===== config.mk =====
export PLATFORM = sky130hd
export DESIGN_NAME = mips_reg_file_mp
export DESIGN_NICKNAME = d
export VERILOG_FILES = /design/src/rtl/mips_rf_pkg.sv /design/src/rtl/mips_rf_scoreboard.sv /design/src/rtl/mips_reg_file_mp.sv
export SDC_FILE = /design/constraint.sdc
export NUM_CORES = 2
export LEC_CHECK = 0
export CORE_MARGIN = 4
export CORE_UTILIZATION = 40
export CTS_CLUSTER_SIZE = 14
export DETAILED_ROUTE_END_ITERATION = 8
export PLACE_DENSITY_LB_ADDON = 0.2
export SYNTH_ARGS = -nofsm -noshare
export SYNTH_HDL_FRONTEND = slang
export SYNTH_SLANG_ARGS = --single-unit

===== constraint.sdc =====
create_clock -name CLK -period 4.4 [get_ports CLK]
set_input_delay 0.44 -clock CLK [delete_from_list [all_inputs] [get_ports CLK]]
set_output_delay 0.44 -clock CLK [all_outputs]
set_load 0.1 [all_outputs]

===== src/rtl/mips_rf_pkg.sv =====
// Shared constants and core-level types for the MIPS multi-port register file.
// Core-level instantiations use rf_addr_t / rf_data_t to stay width-consistent with the defaults.
package mips_rf_pkg;

    localparam int RF_DW    = 32;
    localparam int RF_DEPTH = 32;
    localparam int RF_NUM_RD = 2;

    typedef logic [4:0]  rf_addr_t;
    typedef logic [31:0] rf_data_t;

endpackage


===== src/rtl/mips_rf_scoreboard.sv =====
// Pending-bit scoreboard: one bit per register, set by decode reservations and
// cleared by late (port 1) writebacks; register 0 is never pending.
module mips_rf_scoreboard
    import mips_rf_pkg::*;
#(
    parameter int DEPTH = RF_DEPTH,
    parameter int AW    = $clog2(DEPTH)
) (
    input  logic             CLK,
    input  logic             rst,
    input  logic             rsv_en,
    input  logic [AW-1:0]    rsv_addr,
    input  logic             we1,
    input  logic [AW-1:0]    wa1,
    output logic [DEPTH-1:0] pending,
    output logic             any_pending
);

    logic [DEPTH-1:0] set_vec;
    logic [DEPTH-1:0] clr_vec;
    logic [DEPTH-1:0] pending_nxt;

    // A same-cycle reservation beats the clear: it stands for a newer producer.
    always_comb begin
        set_vec = '0;
        clr_vec = '0;
        if (rsv_en && (rsv_addr != '0)) begin
            set_vec[rsv_addr] = 1'b1;
        end
        if (we1 && (wa1 != '0)) begin
            clr_vec[wa1] = 1'b1;
        end
        pending_nxt    = set_vec | (pending & ~clr_vec);
        pending_nxt[0] = 1'b0;
    end

    always_ff @(posedge CLK) begin
        if (rst) begin
            pending <= '0;
        end else begin
            pending <= pending_nxt;
        end
    end

    assign any_pending = |pending;

endmodule


===== src/rtl/mips_reg_file_mp.sv =====
// Multi-port MIPS register file: NUM_RD combinational reads, ALU (port 0) and late (port 1) writes,
// pending scoreboard. Define MIPS_REG_FILE_MP_BYPASS_EN for same-cycle write-through forwarding.
module mips_reg_file_mp
    import mips_rf_pkg::*;
#(
    parameter int DW     = RF_DW,
    parameter int DEPTH  = RF_DEPTH,
    parameter int NUM_RD = RF_NUM_RD,
    parameter int AW     = $clog2(DEPTH)
) (
    input  logic                 CLK,
    input  logic                 rst,
    input  logic                 we0,
    input  logic [AW-1:0]        wa0,
    input  logic [DW-1:0]        wd0,
    input  logic                 we1,
    input  logic [AW-1:0]        wa1,
    input  logic [DW-1:0]        wd1,
    input  logic                 rsv_en,
    input  logic [AW-1:0]        rsv_addr,
    input  logic [NUM_RD*AW-1:0] ra,
    output logic [NUM_RD*DW-1:0] rd,
    output logic [NUM_RD-1:0]    rd_pending,
    output logic                 any_pending
);

    logic [DW-1:0]    regs [DEPTH];
    logic [DEPTH-1:0] pending;
    logic             wr0_live;
    logic             wr1_live;

    assign wr0_live = we0 && (wa0 != '0);
    assign wr1_live = we1 && (wa1 != '0);

    // Port 1 is written last so it wins a same-address collision with port 0.
    always_ff @(posedge CLK) begin
        if (rst) begin
            for (int i = 0; i < DEPTH; i++) begin
                regs[i] <= '0;
            end
        end else begin
            if (wr0_live) begin
                regs[wa0] <= wd0;
            end
            if (wr1_live) begin
                regs[wa1] <= wd1;
            end
        end
    end

    mips_rf_scoreboard #(
        .DEPTH (DEPTH),
        .AW    (AW)
    ) u_scoreboard (
        .CLK         (CLK),
        .rst         (rst),
        .rsv_en      (rsv_en),
        .rsv_addr    (rsv_addr),
        .we1         (we1),
        .wa1         (wa1),
        .pending     (pending),
        .any_pending (any_pending)
    );

    for (genvar p = 0; p < NUM_RD; p++) begin : g_rd
        logic [AW-1:0] addr;
        logic [DW-1:0] arr_data;
        logic          arr_pend;

        assign addr     = ra[p*AW +: AW];
        assign arr_data = (addr == '0) ? '0 : regs[addr];
        assign arr_pend = pending[addr];

`ifdef MIPS_REG_FILE_MP_BYPASS_EN
        logic fwd1;
        logic fwd0;
        logic rsv_same;

        assign fwd1     = wr1_live && (wa1 == addr);
        assign fwd0     = wr0_live && (wa0 == addr);
        assign rsv_same = rsv_en && (rsv_addr == addr);

        // A returning late result retires the hazard now, unless decode re-reserves it this cycle.
        assign rd[p*DW +: DW] = fwd1 ? wd1 : (fwd0 ? wd0 : arr_data);
        assign rd_pending[p]  = arr_pend && !(fwd1 && !rsv_same);
`else
        assign rd[p*DW +: DW] = arr_data;
        assign rd_pending[p]  = arr_pend;
`endif
    end

endmodule


## Word level (Yosys, flattened, before mapping)

Memories as Yosys holds them, arrays and structs flattened.
Cells that the tools add are included.

| word-level totals | value |
|---|---|
| register bits | 32 |
| bits in writable memories | 1024 |
| input port bits | 94 |
| output and inout port bits | 67 |
| word-level logic and storage cells | 51 |
| memories kept | 1 |

| cells by class | value |
|---|---|
| magnitude comparators | 6 |
| muxes and demuxes | 26 |
| bitwise logic cells | 3 |
| reduce and logical (&&, ||, !) cells | 13 |

Memory list:

| name | words | bits a word | read ports | clocked after Yosys merged registers in | wr ports | line | source |
|---|---|---|---|---|---|---|---|
| regs | 32 | 32 | 2 | 0 | 32 | mips_reg_file_mp.sv:27 | `logic [DW-1:0] regs [DEPTH];` |

Operator list:

| operator | count |
|---|---|
| $mux W32 | 6 |
| $reduce_or A32 Y1 | 3 |
| $and A32 B32 Y32 | 1 |
| $not A32 Y32 | 1 |
| $or A32 B32 Y32 | 1 |
| $lt A5 B6 Y1 const B | 4 |
| $reduce_bool A5 Y1 | 3 |
| $mux W1 | 14 |
| $bmux W1 S5 | 2 |
| $demux W1 S5 | 2 |
| $ge A5 B1 Y1 const B | 2 |
| $logic_not A5 Y1 | 2 |
| $mux W5 | 2 |
| $logic_and A1 B1 Y1 | 5 |

## Depth between registers and ports, before layout

| depth | value |
|---|---|
| word-level depth | 8 |
| depth in mapped cells | 8 |
| mapped depth without buffers | 4 |

## By module

From an unflattened synthesis, not the netlist that was laid out.

| unflattened totals | value |
|---|---|
| cell total of the unflattened synthesis | 4098 |
| area total of the unflattened synthesis | 60290.3 um2 |

By module, submodules not included:

| module | times used | cells each | area each (um2) | seq. area each (um2) |
|---|---|---|---|---|
| mips_reg_file_mp | 1 | 3929 | 58869.0 | 30749.5 |
| mips_rf_scoreboard | 1 | 169 | 1421.4 | 620.6 |

## Least setup slack after synthesis

No wires, ideal clock.

| path | value |
|---|---|
| kind | in2out |
| from | input ra[1] |
| to | output rd[29] |
| data arrival time | 4093 ps |
| data required time | 3960 ps |
| path slack | -133 ps |
| stages | 8 |
| buffers on the path | 4 |
| path through | buf_2 buf_2 buf_4 nor2_1 buf_2 a221oi_1 o21ai_0 a311oi_1 |

| on the way | value |
|---|---|
| longest elaborated chain between the ends | 2 |
| elaborated cells between the ends (all ways) | 3 |
| those cells by class | 1 x mux; 1 x reduce/logical; 1 x memory |

Ends and longest elaborated chain:

| element | line | source |
|---|---|---|
| start: declaration | mips_reg_file_mp.sv:21 | `input logic [NUM_RD*AW-1:0] ra,` |
| $mem_v2 Z32 W32 or $logic_not A5 Y1 (tied branches) | -- |  |
| $mux W32 (*) | mips_reg_file_mp.sv:71 | `assign arr_data = (addr == '0) ? '0 : regs[addr];` |
| end: declaration | mips_reg_file_mp.sv:22 | `output logic [NUM_RD*DW-1:0] rd,` |

Every way passes the cells marked *; elsewhere a longest branch is shown, timed or not.

## Worst setup path after layout

| path | value |
|---|---|
| from | input ra[1] |
| to | output rd[31] |

The elaborated chain is that of the path after synthesis.

==> parameters.txt <==
Parameter                              Value

Critical path
  Worst reg2reg path depth    2
  R2R setup slack    between 3 and 4 ns
  Worst R2R Start    u_scoreboard.pending[25]$_SDFF_PP0_
  Crit path launch    ra[1]
  Endpoint required time on the critical path    between 3 and 4 ns
  CP Capture Type    output port
  End of the worst register-to-register path    u_scoreboard.pending[25]$_SDFF_PP0_
  Worst Setup Path Type    in -> out
  Critical path destination    rd[31]
  Data arrival at the endpoint of the critical path    3.24 ns
  Category of the worst setup path launch point    primary input
  Worst Path Max Fanout    roughly 40

Synth
  Sequential cell area fraction in the yosys report    0.520
  Post-synthesis instance area    60300 sq um
  Gate count after technology mapping    just over 4000
  Post-synthesis cell type count    58
  Yosys warns    0
  Share of async-settable or async-resettable flops after synthesis    0
  Avg Inst Size Synth    approximately 15 sq um
  Most used flip-flop cell after synthesis    edfxtp_1
  Number of synthesized register bits    about 1100
  Count of flip-flops with a built-in enable after synthesis    1024

Layout
  Nets    ~4100
  Area used by multi-input combinational logic    approximately 27000 sq um
  Area of all sequential standard cells    approximately 31000 sq um
  Share of cells above drive strength 1    0.291
  Number of inserted filler cells in the final layout    around 13000
  Total non-filler cell area in the finished layout    69600 sq um
  Area Overhead vs Synth    15.5%

STA
  Endpoints failing setup    0
  Unrepaired setup endpoints after global routing    false
  Max Clk Rate    between 200 and 300 MHz
  Worst-Margin Slew    1.43 ns
  Worst clock skew    0 ns
  Summed negative setup slack over all endpoints    0 ns
  Final Hold Viols    0
  Portion of the clock cycle consumed by the worst path in the final layout    0.836
  Slew Viols, Final    0
  Worst slew slack as a fraction of its limit    0.0430
  Minimum period implied by the final worst setup slack    ~3.7 ns
  Setup WS post-layout    roughly 0.72 ns

Detailed routing
  Via density per instance    approximately 7.3
  Iter 0 DRT Violations    about 6400
  DRC violations left    0
  Overall routed net length    approximately 260 mm
  Routed len/inst    between 40 and 50 um
  ANT nets after route    0
  Number of vias after detailed routing    approximately 45000
  Detailed Routing Iterations Pass 1    5

CTS
  Worst-path clk slew    0.06 ns
  Max clock buf depth    3
  Hold-fix buffers at CTS    0
  Clock Latency Late Sink    0.76 ns
  CTS HTree Levels    3
  Number of clock sinks seen by CTS    1055
  Clock tree from TritonCTS    built
  Count of buffers added by post-CTS timing repair for setup    0
  Cells resized by post-CTS repair    0
  TritonCTS Buffers    between 100 and 150
  Root buffer cell    clkbuf_16

Floorplan
  Core Footprint    around 150000 sq um
  Die height    ~400 um
  Die extent in x    just under 400 um
  Initial core utilization    0.402
  Die area    157000 sq um
  Cell Rows    about 140
  Number of placed I/O pins    ~160

Global routing
  Initial antenna violation count    13
  Via count of the first global-routing pass    around 44000
  Total track usage    0.320
  First-pass GRT wire length    approximately 350 mm
  Residual overflow from global routing    0
  Pin count of the biggest net entering global routing    around 70

Job
  MaxCap Viol Count    0

Status
  Result of the run    completed

Pwr
  Tot Pwr    ~26 mW
  Leakage power    approximately 23 nW
  Power Density    376 nW/um^2
  Peak ir drop on the vdd network    between 0.0003 and 0.0004 V

Place
  Detail Placement HPWL    ~160 mm
  Number of input and output port buffers inserted    160
  Pre-CTS worst setup slack    roughly 0.64 ns
  Post-DP Area    66000 sq um
  Placer's final routability congestion estimate    0.921

Worst hold path
  Min-delay worst type    in -> reg
placed cells by master (no fill, tap or decap), types with 15 or more instances in the layout:
master / instances
mux2i_1: 130
o21ai_0: 116
a311oi_2: 60
buf_12: 106
a211oi_1: 64
buf_4: 222
conb_1: 32
a22oi_1: 69
nor2_4: 30
mux2_2: 66
clkbuf_1: 33
nand2_2: 15
nor3_4: 22
dfxtp_1: 31
a22o_1: 1009
clkinv_2: 20
clkbuf_16: 118
a21oi_1: 23
edfxtp_1: 1024
mux4_2: 466
o2111ai_1: 18
nor2_1: 20
nand2_1: 69
a221oi_1: 46
clkdlybuf4s50_1: 76
nor2b_1: 68
clkinv_1: 24
power breakdown:
part	leakage, nW	internal [mW]	switching (mW)
clock	1.76	5.29	4.30
sequential	10.0	11.6	0.310
combinational	11.4	1.70	2.94
critical path: stages:
cell and delay [ns]:
buf_8 0.42, nor2b_4 0.96, buf_12 0.26, a221oi_1 0.10, o21ai_0 0.39, a311oi_2 0.36, buf_12 0.26
registers in the layout, summed over array words and instances, names as in the netlist:
signal                count
regs                   1024
u_scoreboard.pending     31
routing by layer:
metal / global-route usage / up-vias / wire (um)
met2: 0.479 / 3617 / 114000
met4: 0.153 / 4 / 13600
li1: - / 17300 / -
met3: 0.0966 / 685 / 33800
met5: 0 / - / 27
met1: 0.427 / 23500 / 96100
per-stage QoR:
stage | hold slack [ns] | std cells | utilization
after floorplan | 0.453 | 4121 | -
after global placement | 0.483 | 5943 | 0.441
after detailed placement | 0.501 | 5943 | 0.441
final | 0.133 | 6161 | 0.465
after global routing | 0.135 | 6158 | 0.465
after CTS | 0.0791 | 6154 | 0.465
cell type report:
cell class,instances,share of cell area
Clock buffer,153,0.0446
Inverter,7,0.000449
Multi-Input combinational cell,2447,0.393
Timing Repair Buffer,419,0.0675
Tap cell,2016,0.0362
Antenna cell,6,0.000216
Clock inverter,58,0.00719
Sequential cell,1055,0.450
how the worst min path moves through the flow:
| stage | start | endpoint | slack (ns) | cells past startpoint |
|---|---|---|---|---|
| 2_1_floorplan | u_scoreboard.pending[12]$_SDFF_PP0_ | u_scoreboard.pending[12]$_SDFF_PP0_ | 0.45 | 2 |
| 3_3_place_gp | u_scoreboard.pending[12]$_SDFF_PP0_ | u_scoreboard.pending[12]$_SDFF_PP0_ | 0.48 | 2 |
| 3_5_place_dp | u_scoreboard.pending[12]$_SDFF_PP0_ | u_scoreboard.pending[12]$_SDFF_PP0_ | 0.50 | 2 |
| 4_1_cts | rst | u_scoreboard.pending[4]$_SDFF_PP0_ | 0.08 | 2 |
| 5_1_grt | rst | u_scoreboard.pending[4]$_SDFF_PP0_ | 0.14 | 2 |
| 6_report | rst | u_scoreboard.pending[4]$_SDFF_PP0_ | 0.13 | 2 |
synthesized netlist by cell type (6+ instances only):
cell | count | area (sq um)
edfxtp_1 | 1024 | 30700
a22o_1 | 1009 | 8840
mux4_2 | 466 | 10500
clkbuf_1 | 436 | 1640
buf_2 | 158 | 791
mux2i_1 | 130 | 1300
o21ai_0 | 124 | 621
nand2_1 | 84 | 315
nor2b_1 | 72 | 450
a22oi_1 | 69 | 518
mux2_2 | 66 | 743
a211oi_1 | 64 | 480
a311oi_1 | 64 | 561
a221oi_1 | 46 | 403
nor2_1 | 45 | 169
dfxtp_1 | 31 | 621
a21oi_1 | 23 | 115
nor3_2 | 19 | 190
o2111ai_1 | 18 | 158
nand2b_1 | 10 | 62.6
nor3_1 | 10 | 50.1
buf_4 | 8 | 60.1
nand3_1 | 8 | 40.0
inv_1 | 7 | 26.3
nor3b_1 | 7 | 52.6
nor4_1 | 7 | 43.8
buf_1 | 6 | 22.5
cell families (layout without fill, tap and decap cells):
| kind of cell | Yosys count | count (layout) | share of synthesized area |
|---|---|---|---|
| compound gates | 1429 | 1429 | 0.196 |
| buf+inv | 619 | 637 | 0.0428 |
| other cells | 1 | 38 | 0.0000622 |
| simple gates | 324 | 324 | 0.0331 |
| flops | 1055 | 1055 | 0.520 |
| mux | 662 | 662 | 0.208 |
Power figures use the tool's default switching activity.
